## src/rtl/sram_data_bridge.sv

```systemverilog
// CPU memory-stage to synchronous data SRAM bridge: request/ready handshake, fixed read
// latency return pipe with outstanding-read limit, kseg0/kseg1 translation, optional read alignment.
module sram_data_bridge #(
  parameter int unsigned DATA_W          = 32,
  parameter int unsigned RD_LAT          = 1,
  parameter int unsigned MAX_OUTSTANDING = 2,
  parameter bit          XLAT_EN         = 1'b1,
  parameter bit          ALIGN_EN        = 1'b0
) (
  input  logic                  clk,
  input  logic                  resetn,
  input  logic                  cpu_req,
  input  logic                  cpu_we,
  input  logic [DATA_W/8-1:0]   cpu_sel,
  input  logic                  cpu_sext,
  input  logic [31:0]           cpu_addr,
  input  logic [DATA_W-1:0]     cpu_wdata,
  output logic                  cpu_ready,
  output logic                  cpu_rvalid,
  output logic [DATA_W-1:0]     cpu_rdata,
  input  logic                  sram_avail,
  output logic                  sram_en,
  output logic [DATA_W/8-1:0]   sram_wen,
  output logic [31:0]           sram_addr,
  output logic [DATA_W-1:0]     sram_wdata,
  input  logic [DATA_W-1:0]     sram_rdata,
  output logic                  busy
);

  localparam int unsigned NB = DATA_W / 8;
  localparam int unsigned CW = $clog2(MAX_OUTSTANDING + 1);

  logic [RD_LAT-1:0] pipe_vld;
  logic [NB-1:0]     pipe_sel  [RD_LAT];
  logic              pipe_sext [RD_LAT];
  logic [CW-1:0]     out_cnt;
  logic [CW-1:0]     cnt_net;
  logic              ret;
  logic              acc;
  logic              rd_acc;
  logic [NB-1:0]     rsel;
  logic              rsext;

  logic [DATA_W-1:0] masked;
  logic [DATA_W-1:0] shifted;
  logic [DATA_W-1:0] aligned;
  logic              sign;
  int                lo;
  int                pc;
  int                wbits;

  function automatic logic [DATA_W-1:0] lane_mask(input logic [NB-1:0] sel);
    lane_mask = '0;
    for (int i = 0; i < int'(NB); i++) lane_mask[8*i +: 8] = {8{sel[i]}};
  endfunction

  // A read returning this cycle frees its slot for a read accepted in the same cycle
  assign ret       = pipe_vld[RD_LAT-1];
  assign cnt_net   = out_cnt - CW'(ret);
  assign cpu_ready = sram_avail & (cpu_we | (cnt_net < CW'(MAX_OUTSTANDING)));
  assign acc       = cpu_req & cpu_ready;
  assign rd_acc    = acc & ~cpu_we;

  assign sram_en    = acc & (|cpu_sel);
  assign sram_wen   = {NB{acc & cpu_we}} & cpu_sel;
  assign sram_wdata = cpu_wdata & lane_mask(cpu_sel);
  assign sram_addr  = (XLAT_EN && (cpu_addr[31:29] == 3'b100 || cpu_addr[31:29] == 3'b101))
                      ? {3'b000, cpu_addr[28:0]} : cpu_addr;

  assign cpu_rvalid = ret;
  assign busy       = (out_cnt != '0);
  assign rsel       = pipe_sel[RD_LAT-1];
  assign rsext      = pipe_sext[RD_LAT-1];

  // Return pipe and outstanding-read counter; the pipe shifts every cycle and never stalls
  always_ff @(posedge clk or negedge resetn) begin
    if (!resetn) begin
      pipe_vld <= '0;
      for (int k = 0; k < int'(RD_LAT); k++) begin
        pipe_sel[k]  <= '0;
        pipe_sext[k] <= 1'b0;
      end
      out_cnt <= '0;
    end else begin
      pipe_vld[0]  <= rd_acc;
      pipe_sel[0]  <= cpu_sel;
      pipe_sext[0] <= cpu_sext;
      for (int k = 1; k < int'(RD_LAT); k++) begin
        pipe_vld[k]  <= pipe_vld[k-1];
        pipe_sel[k]  <= pipe_sel[k-1];
        pipe_sext[k] <= pipe_sext[k-1];
      end
      out_cnt <= out_cnt + CW'(rd_acc) - CW'(ret);
    end
  end

  // Read data lane masking, optional shift-down and sign/zero extension
  always_comb begin
    masked = sram_rdata & lane_mask(rsel);
    lo     = 0;
    pc     = 0;
    for (int i = int'(NB) - 1; i >= 0; i--) begin
      if (rsel[i]) begin
        lo = i;
        pc = pc + 1;
      end
    end
    shifted = masked >> (8 * lo);
    wbits   = 8 * pc;
    sign    = 1'b0;
    for (int b = 0; b < int'(DATA_W); b++) begin
      if (b == wbits - 1) sign = shifted[b];
    end
    aligned = shifted;
    for (int b = 0; b < int'(DATA_W); b++) begin
      if (b >= wbits) aligned[b] = rsext & sign;
    end
    cpu_rdata = '0;
    if (ret) cpu_rdata = ALIGN_EN ? aligned : masked;
  end

endmodule
```

## config.mk

```make
export PLATFORM = sky130hd
export DESIGN_NAME = sram_data_bridge
export DESIGN_NICKNAME = d
export VERILOG_FILES = /design/src/rtl/sram_data_bridge.sv
export SDC_FILE = /design/constraint.sdc
export NUM_CORES = 1
export LEC_CHECK = 0
export ABC_CLOCK_PERIOD_IN_PS = 4000
export BUFFER_PORTS_ARGS = -buffer_cell sky130_fd_sc_hd__buf_2
export CORE_AREA = 2 2 82 84
export DETAILED_ROUTE_END_ITERATION = 10
export DIE_AREA = 0 0 84 86
export SYNTH_ARGS = -nofsm -noshare
export SYNTH_HDL_FRONTEND = slang
export SYNTH_SLANG_ARGS = --single-unit
```

## constraint.sdc

```tcl
create_clock -name clk -period 4 [get_ports clk]
set_clock_uncertainty 0.1 [all_clocks]
set_input_delay 0.6 -clock clk [delete_from_list [all_inputs] [get_ports clk]]
set_output_delay 0.6 -clock clk [all_outputs]
set_load 0.05 [all_outputs]
```

==> flow_summary.json, run 1 <==
{
  "run_status": "completed",
  "synth_ff_type": "dfrtp_1",
  "ys_ff_latch": 7,
  "netlist_area_um2": 990,
  "drive_above_1_share_pct": 66.8,
  "maxCapViolations": 0,
  "viasPerCell": 4.06,
  "portBuffers": 150,
  "grt_pass1_wl_um": 5800,
  "peakVddDrop_v": 0.000134,
  "critPathMaxStageDelay_ns": 0.35,
  "crit_type": "flop to primary output",
  "grtUsageTotal_pct": 9.99,
  "die_h_um": 86,
  "drtPass1Iterations": 4,
  "synth_nets": 233,
  "r2r_slack_ns": 1.92,
  "rsz0062_at_grt": "no",
  "ctsRootBufferMaster": "clkbuf_8",
  "ys_seq_area_share_pct": 17.7,
  "antenna_found_initial": 0,
  "synth-edff-count": 0,
  "cts_buffers": 3,
  "worst_ep_arrival_time_ns": 1.65,
  "io-pin-count": 210,
  "postCtsSetupBuffers": 0,
  "synth_common_cells": "33 x and3_1, 29 x buf_4, 28 x and2_1, 9 x and2_2, 7 x dfrtp_1",
  "path_cells": "buf_4 -> and2b_1 -> xnor2_2 -> o2111a_1 -> buf_2",
  "r2r-start": "cpu_rvalid$_DFF_PN0_",
  "hp-class": "primary input to asynchronous set/reset pin",
  "synth.avg_cell_area_um2": 7.92,
  "yosys.area_share.xor_xnor_pct": 3.41,
  "grt_pass1_vias": 1250,
  "nNetsFinal": 356,
  "synthCells": 125,
  "cts.clk_slew.worst_paths_ns": 0.04,
  "synth-async-reset-ratio_pct": 100,
  "cts_tree": "built",
  "start_util_pct": 15.8,
  "startpoint": "cpu_rvalid$_DFF_PN0_",
  "grt_max_degree": 36,
  "cts.sinks": 7,
  "grt_overflow": 0,
  "gp_congestion": 0.856,
  "ctsHoldBuffers": 0,
  "cts_max_level": 1,
  "r2r_cells": 9,
  "cp_max_fo": 35,
  "yosysMostFrequentCell": "and3_1",
  "synthTopCellsByArea": "buf_4 22%, and3_1 21%, and2_1 18%",
  "dp_hpwl_um": 3400,
  "placed_cell_area_um2": 1610,
  "ant_nets": 0,
  "ctsResizeCount": 0,
  "fin_ws_ns": 1.65,
  "timing.fmax_mhz": 425,
  "synth_fa_ha_area_share_pct": 2.53,
  "max_slew_margin_pct": 81.6,
  "yosys_warnings": 0,
  "synth_top_family_by_area": "simple AND/OR/NAND/NOR gates",
  "clock_path_buffers": 2,
  "powerDensity_nw_per_um2": 293,
  "synth_compound_area_share_pct": 2.65,
  "vias": 1316,
  "die_w_um": 84,
  "synth_area_leader_cell": "buf_4",
  "synth_cell_type_count": 18,
  "p_total_w": 0.000485,
  "wl_per_cell_um": 11.9,
  "place_ws_ns": 1.65,
  "placementRows": 29,
  "core_area_um2": 6280,
  "diodes": 0,
  "setup_tns_ns": 0,
  "p_leak_nw": 1.16,
  "final_area_um2": 1660,
  "hold_viol_final": 0,
  "area_growth_pct": 67.4,
  "drcViolationCount": 0,
  "timing.rr.end": "out_cnt[1]$_DFF_PN0_",
  "crit_required_ns": 3.30,
  "synth_top_area_share_pct": 22.0,
  "slowest_stage": "dfrtp_1",
  "hold_ws_ns": 0.106,
  "min_period_over_period_pct": 58.8,
  "period_needed_ns": 2.35,
  "wirelength_um": 3840,
  "fillerInstances": 690,
  "synth.area.mux_share_pct": 0,
  "slew_viol_final": 0,
  "cp-start-kind": "flop",
  "clkLatencyLatePin_ns": 0.22,
  "dr.first_iter.drc_count": 12,
  "dieArea_um2": 7220,
  "end_kind": "primary output",
  "yosys.area_share.simple_pct": 49.4,
  "setup_viol": 0,
  "worst_pin_slew_ns": 0.278
}
sequential cells by signal, indices dropped and copies added (netlist names):
name,flops
pipe_sel,4
out_cnt,2
cpu_rvalid,1
through the flow:
step	utilization (%)	cells
finish	26.4	324
global placement	25.7	320
global route	26.4	324
floorplan	-	125
CTS	26.4	324
detailed placement	25.7	320
per-layer routing:
metal	GRT usage, %	share of wire [%]	up-vias	routed length (um)
li1	-	-	631	-
met1	9.50	35	560	1350
met2	19.2	50	111	1920
met3	3.08	12	14	444
met4	5.28	3.4	0	129
met5	0	0	-	0
where the power goes:
part	internal, W	leakage [nW]	switching [W]
clock	0.0000688	0.0228	0.0000291
combinational	0.0000916	1.05	0.000195
sequential	0.0000851	0.0838	0.0000154
total	0.000246	1.16	0.000240
cells by family after synthesis:
logic type	Yosys count
xor gates and xnor gates	3
AOI/OAI and AO/OA	3
buffers and inverters	35
DFF	7
adders and majority gates	2
and+or+nand+nor	75
layout by cell type (no fill, tap or decap), types with 2 or more instances in the layout:
| master | count |
|---|---|
| buf_2 | 150 |
| and3_1 | 33 |
| and2_1 | 28 |
| and2_2 | 9 |
| dfrtp_1 | 7 |
| clkbuf_8 | 3 |
| inv_1 | 2 |
| xnor2_1 | 2 |
| ha_1 | 2 |
cell type report:
type	count	area [um^2]	share of cell area, %
Clock buffer	4	45.0	2.72
Inverter	2	7.51	0.453
Multi-Input combinational cell	83	574	34.7
Sequential cell	7	175	10.6
Tap cell	77	96.3	5.82
Timing Repair Buffer	151	758	45.8
critical path: cells and delay by family (launching register included):
kind	cells	cell delay, ns
simple gates	1	0.21
flops	1	0.35
compound gates	1	0.19
buf+inv	2	0.47
xor+xnor	1	0.20
worst max-delay path by stage:
stage | to | slack (ns)
global placement | sram_en | 1.67
floorplan | sram_addr[29] | 1.56
detailed placement | sram_en | 1.65
CTS | sram_en | 1.61
finish | sram_en | 1.65
global route | sram_en | 1.49
Note: power is estimated with default switching activity, not from simulation.
==> inputs of run 2 (changes only) <==
ABC_AREA = 1   (was unset)
ABC_CLOCK_PERIOD_IN_PS = 1900   (was 4000)
CORE_AREA = 2 2 81 83   (was 2 2 82 84)
DIE_AREA = 0 0 83 85   (was 0 0 84 86)
clock period = 1.9 ns   (was 4 ns; I/O delays follow)
==> run 2 against run 1 <==
Net effect: combinational power is 19% higher; cell count rose by 25%; count of clock-buffer cells in the layout unchanged; largest power group unchanged; final area rose by 6.0%; core utilization up 1.9 points; die area down 2.3%.
==> flow_summary.json, run 2 <==
{
  "synth-async-reset-ratio_pct": 100,
  "ctsRootBufferMaster": "clkbuf_8",
  "yosysMostFrequentCell": "inv_1",
  "powerDensity_nw_per_um2": 398,
  "synth_nets": 314,
  "path_cells": "nand2_1 -> nand2_1 -> nand2_1 -> nand4_1 -> ha_1 -> inv_1 -> ha_1 -> xnor2_1 -> xor2_1",
  "cts_buffers": 3,
  "grt_pass1_wl_um": 5870,
  "ys_seq_area_share_pct": 16.1,
  "dp_hpwl_um": 3070,
  "drive_above_1_share_pct": 47.9,
  "cts_max_level": 1,
  "dieArea_um2": 7060,
  "dr.first_iter.drc_count": 13,
  "netlist_area_um2": 1090,
  "period_needed_ns": 1.75,
  "cts_tree": "built",
  "drtPass1Iterations": 4,
  "worst_pin_slew_ns": 0.287,
  "grtUsageTotal_pct": 9.81,
  "run_status": "completed",
  "cp-start-kind": "flop",
  "critPathMaxStageDelay_ns": 0.45,
  "gp_congestion": 0.754,
  "rsz0062_at_grt": "no",
  "wirelength_um": 3420,
  "combPwrFrac_pct": 48.8,
  "core_area_um2": 6200,
  "clock_path_buffers": 2,
  "placed_cell_area_um2": 1700,
  "synth_common_cells": "75 x inv_1, 41 x nand2_1, 37 x nor2_1, 30 x buf_4, 7 x dfrtp_1",
  "max_slew_margin_pct": 80.7,
  "nNetsFinal": 437,
  "crit_family": "adder cells",
  "synth.avg_cell_area_um2": 5.28,
  "setup_tns_ns": 0,
  "p_switching_w": 0.000295,
  "maxCapViolations": 0,
  "ys_ff_latch": 7,
  "synthTopCellsByArea": "inv_1 26%, buf_4 21%, dfrtp_1 16%",
  "r2r_slack_ns": 0.15,
  "grt_pass1_vias": 1417,
  "setup_viol": 0,
  "wl_per_cell_um": 8.45,
  "p_int_w": 0.000404,
  "peakVddDrop_v": 0.000218,
  "clock_power_share_pct": 29.0,
  "mostFrequentLayoutCell": "buf_2",
  "timing.fmax_mhz": 572,
  "hold_viol_final": 0,
  "io-pin-count": 210,
  "hp-class": "primary input to flop",
  "viasPerCell": 3.60,
  "die_w_um": 83,
  "end_kind": "flop",
  "clkLatencyLatePin_ns": 0.22,
  "vias": 1458,
  "largest_register_ffs": 4,
  "cts.sinks": 7,
  "synth-edff-count": 0,
  "antenna_found_initial": 0,
  "synth_ff_type": "dfrtp_1",
  "cp_max_fo": 8,
  "synth_cell_type_count": 16,
  "p_leak_nw": 1.49,
  "synth_area_leader_cell": "inv_1",
  "diodes": 0,
  "min_period_over_period_pct": 92.0,
  "area_growth_pct": 61.6,
  "crit_required_ns": 1.95,
  "start_util_pct": 17.5,
  "grt_overflow": 0,
  "postCtsSetupBuffers": 0,
  "ant_nets": 0,
  "cts.clk_slew.worst_paths_ns": 0.04,
  "synthCells": 206,
  "slowest_stage": "dfrtp_2",
  "worst_ep_arrival_time_ns": 1.79,
  "yosys_warnings": 0,
  "grt_max_degree": 12,
  "synth_top_area_share_pct": 25.9,
  "portBuffers": 150,
  "die_h_um": 85,
  "placementRows": 29,
  "critPathBufInv": 1,
  "drcViolationCount": 0,
  "p_seq_share_pct": 22.2,
  "final_area_um2": 1760,
  "cpMostUsedCell": "nand2_1",
  "crit_type": "flop to flop",
  "layout_common_cells": "150 x buf_2, 75 x inv_1, 41 x nand2_1",
  "top_register": "pipe_sel",
  "netSwitchingFraction_pct": 42.2,
  "slew_viol_final": 0
}
==> run 2: changes by cell type after synthesis, moves of 9 or more <==
cell,before,now
and2_2,9,0
nor2_1,0,37
inv_1,2,75
and2_1,28,1
and3_1,33,0
nand2_1,0,41
==> run 2: layout make-up <==
class,count,area (um^2)
multi-input combinational,90,389
sequential,7,176
clock buffer,4,45.0
timing repair buffer,152,768
inverter,75,282
fill,711,4450
tap,77,96.3
==> run 2: stage by stage <==
stage               setup WS, ns  total power, W  hold slack (ns)  util (%)  std cells
finish                     0.151        0.000700            0.192      28.3        405
global route              0.0161        0.000748            0.200      28.3        405
CTS                        0.120        0.000711            0.193      28.3        405
detailed placement         0.123        0.000500           0.0237      27.4        400
global placement           0.171        0.000497           0.0235      27.4        400
floorplan                 0.0528        0.000538           -0.111         -        206
==> run 2: what timing repair did <==
item                                   4_1_cts  5_1_grt
hold buffers                                 1        0
resized for setup                            0        0
endpoints found under the hold margin        7        0
==> run 2: layer usage <==
metal / wire length, um / vias up / share of wire, % / track usage [%]
met5: 0 / - / 0 / 0
met4: 90 / 0 / 2.6 / 5.37
met3: 353 / 12 / 10 / 1.95
met2: 1690 / 102 / 49 / 18.4
met1: 1290 / 581 / 38 / 10.2
li1: - / 763 / - / -
==> run 2: cells by family after synthesis <==
family,share of synthesized area (%)
AO/OA/AOI/OAI,0.691
XOR/XNOR,1.61
adder cells (fa/ha/maj),2.30
buffers and inverters,48.3
flip-flops,16.1
AND/OR/NAND/NOR,31.0
==> run 2: power groups by stage <==
stage | Combinational (W) | Sequential [W] | Clock, W
floorplan | 0.000381 | 0.000157 | 0
finish | 0.000341 | 0.000155 | 0.000203
detailed placement | 0.000343 | 0.000157 | 0
CTS | 0.000346 | 0.000155 | 0.000210
global route | 0.000372 | 0.000155 | 0.000221
global placement | 0.000340 | 0.000157 | 0
==> run 2: final timing paths <==
path	depth (start not counted)	endpoint	from
min in group asynchronous	2	out_cnt[1]$_DFF_PN0_	resetn
max	9	out_cnt[1]$_DFF_PN0_	cpu_rvalid$_DFF_PN0_
min reg2reg	1	out_cnt[0]$_DFF_PN0_	out_cnt[0]$_DFF_PN0_
min	1	pipe_sel[0]$_DFF_PN0_	cpu_sel[0]
max reg2reg	9	out_cnt[1]$_DFF_PN0_	cpu_rvalid$_DFF_PN0_
max in group asynchronous	2	cpu_rvalid$_DFF_PN0_	resetn
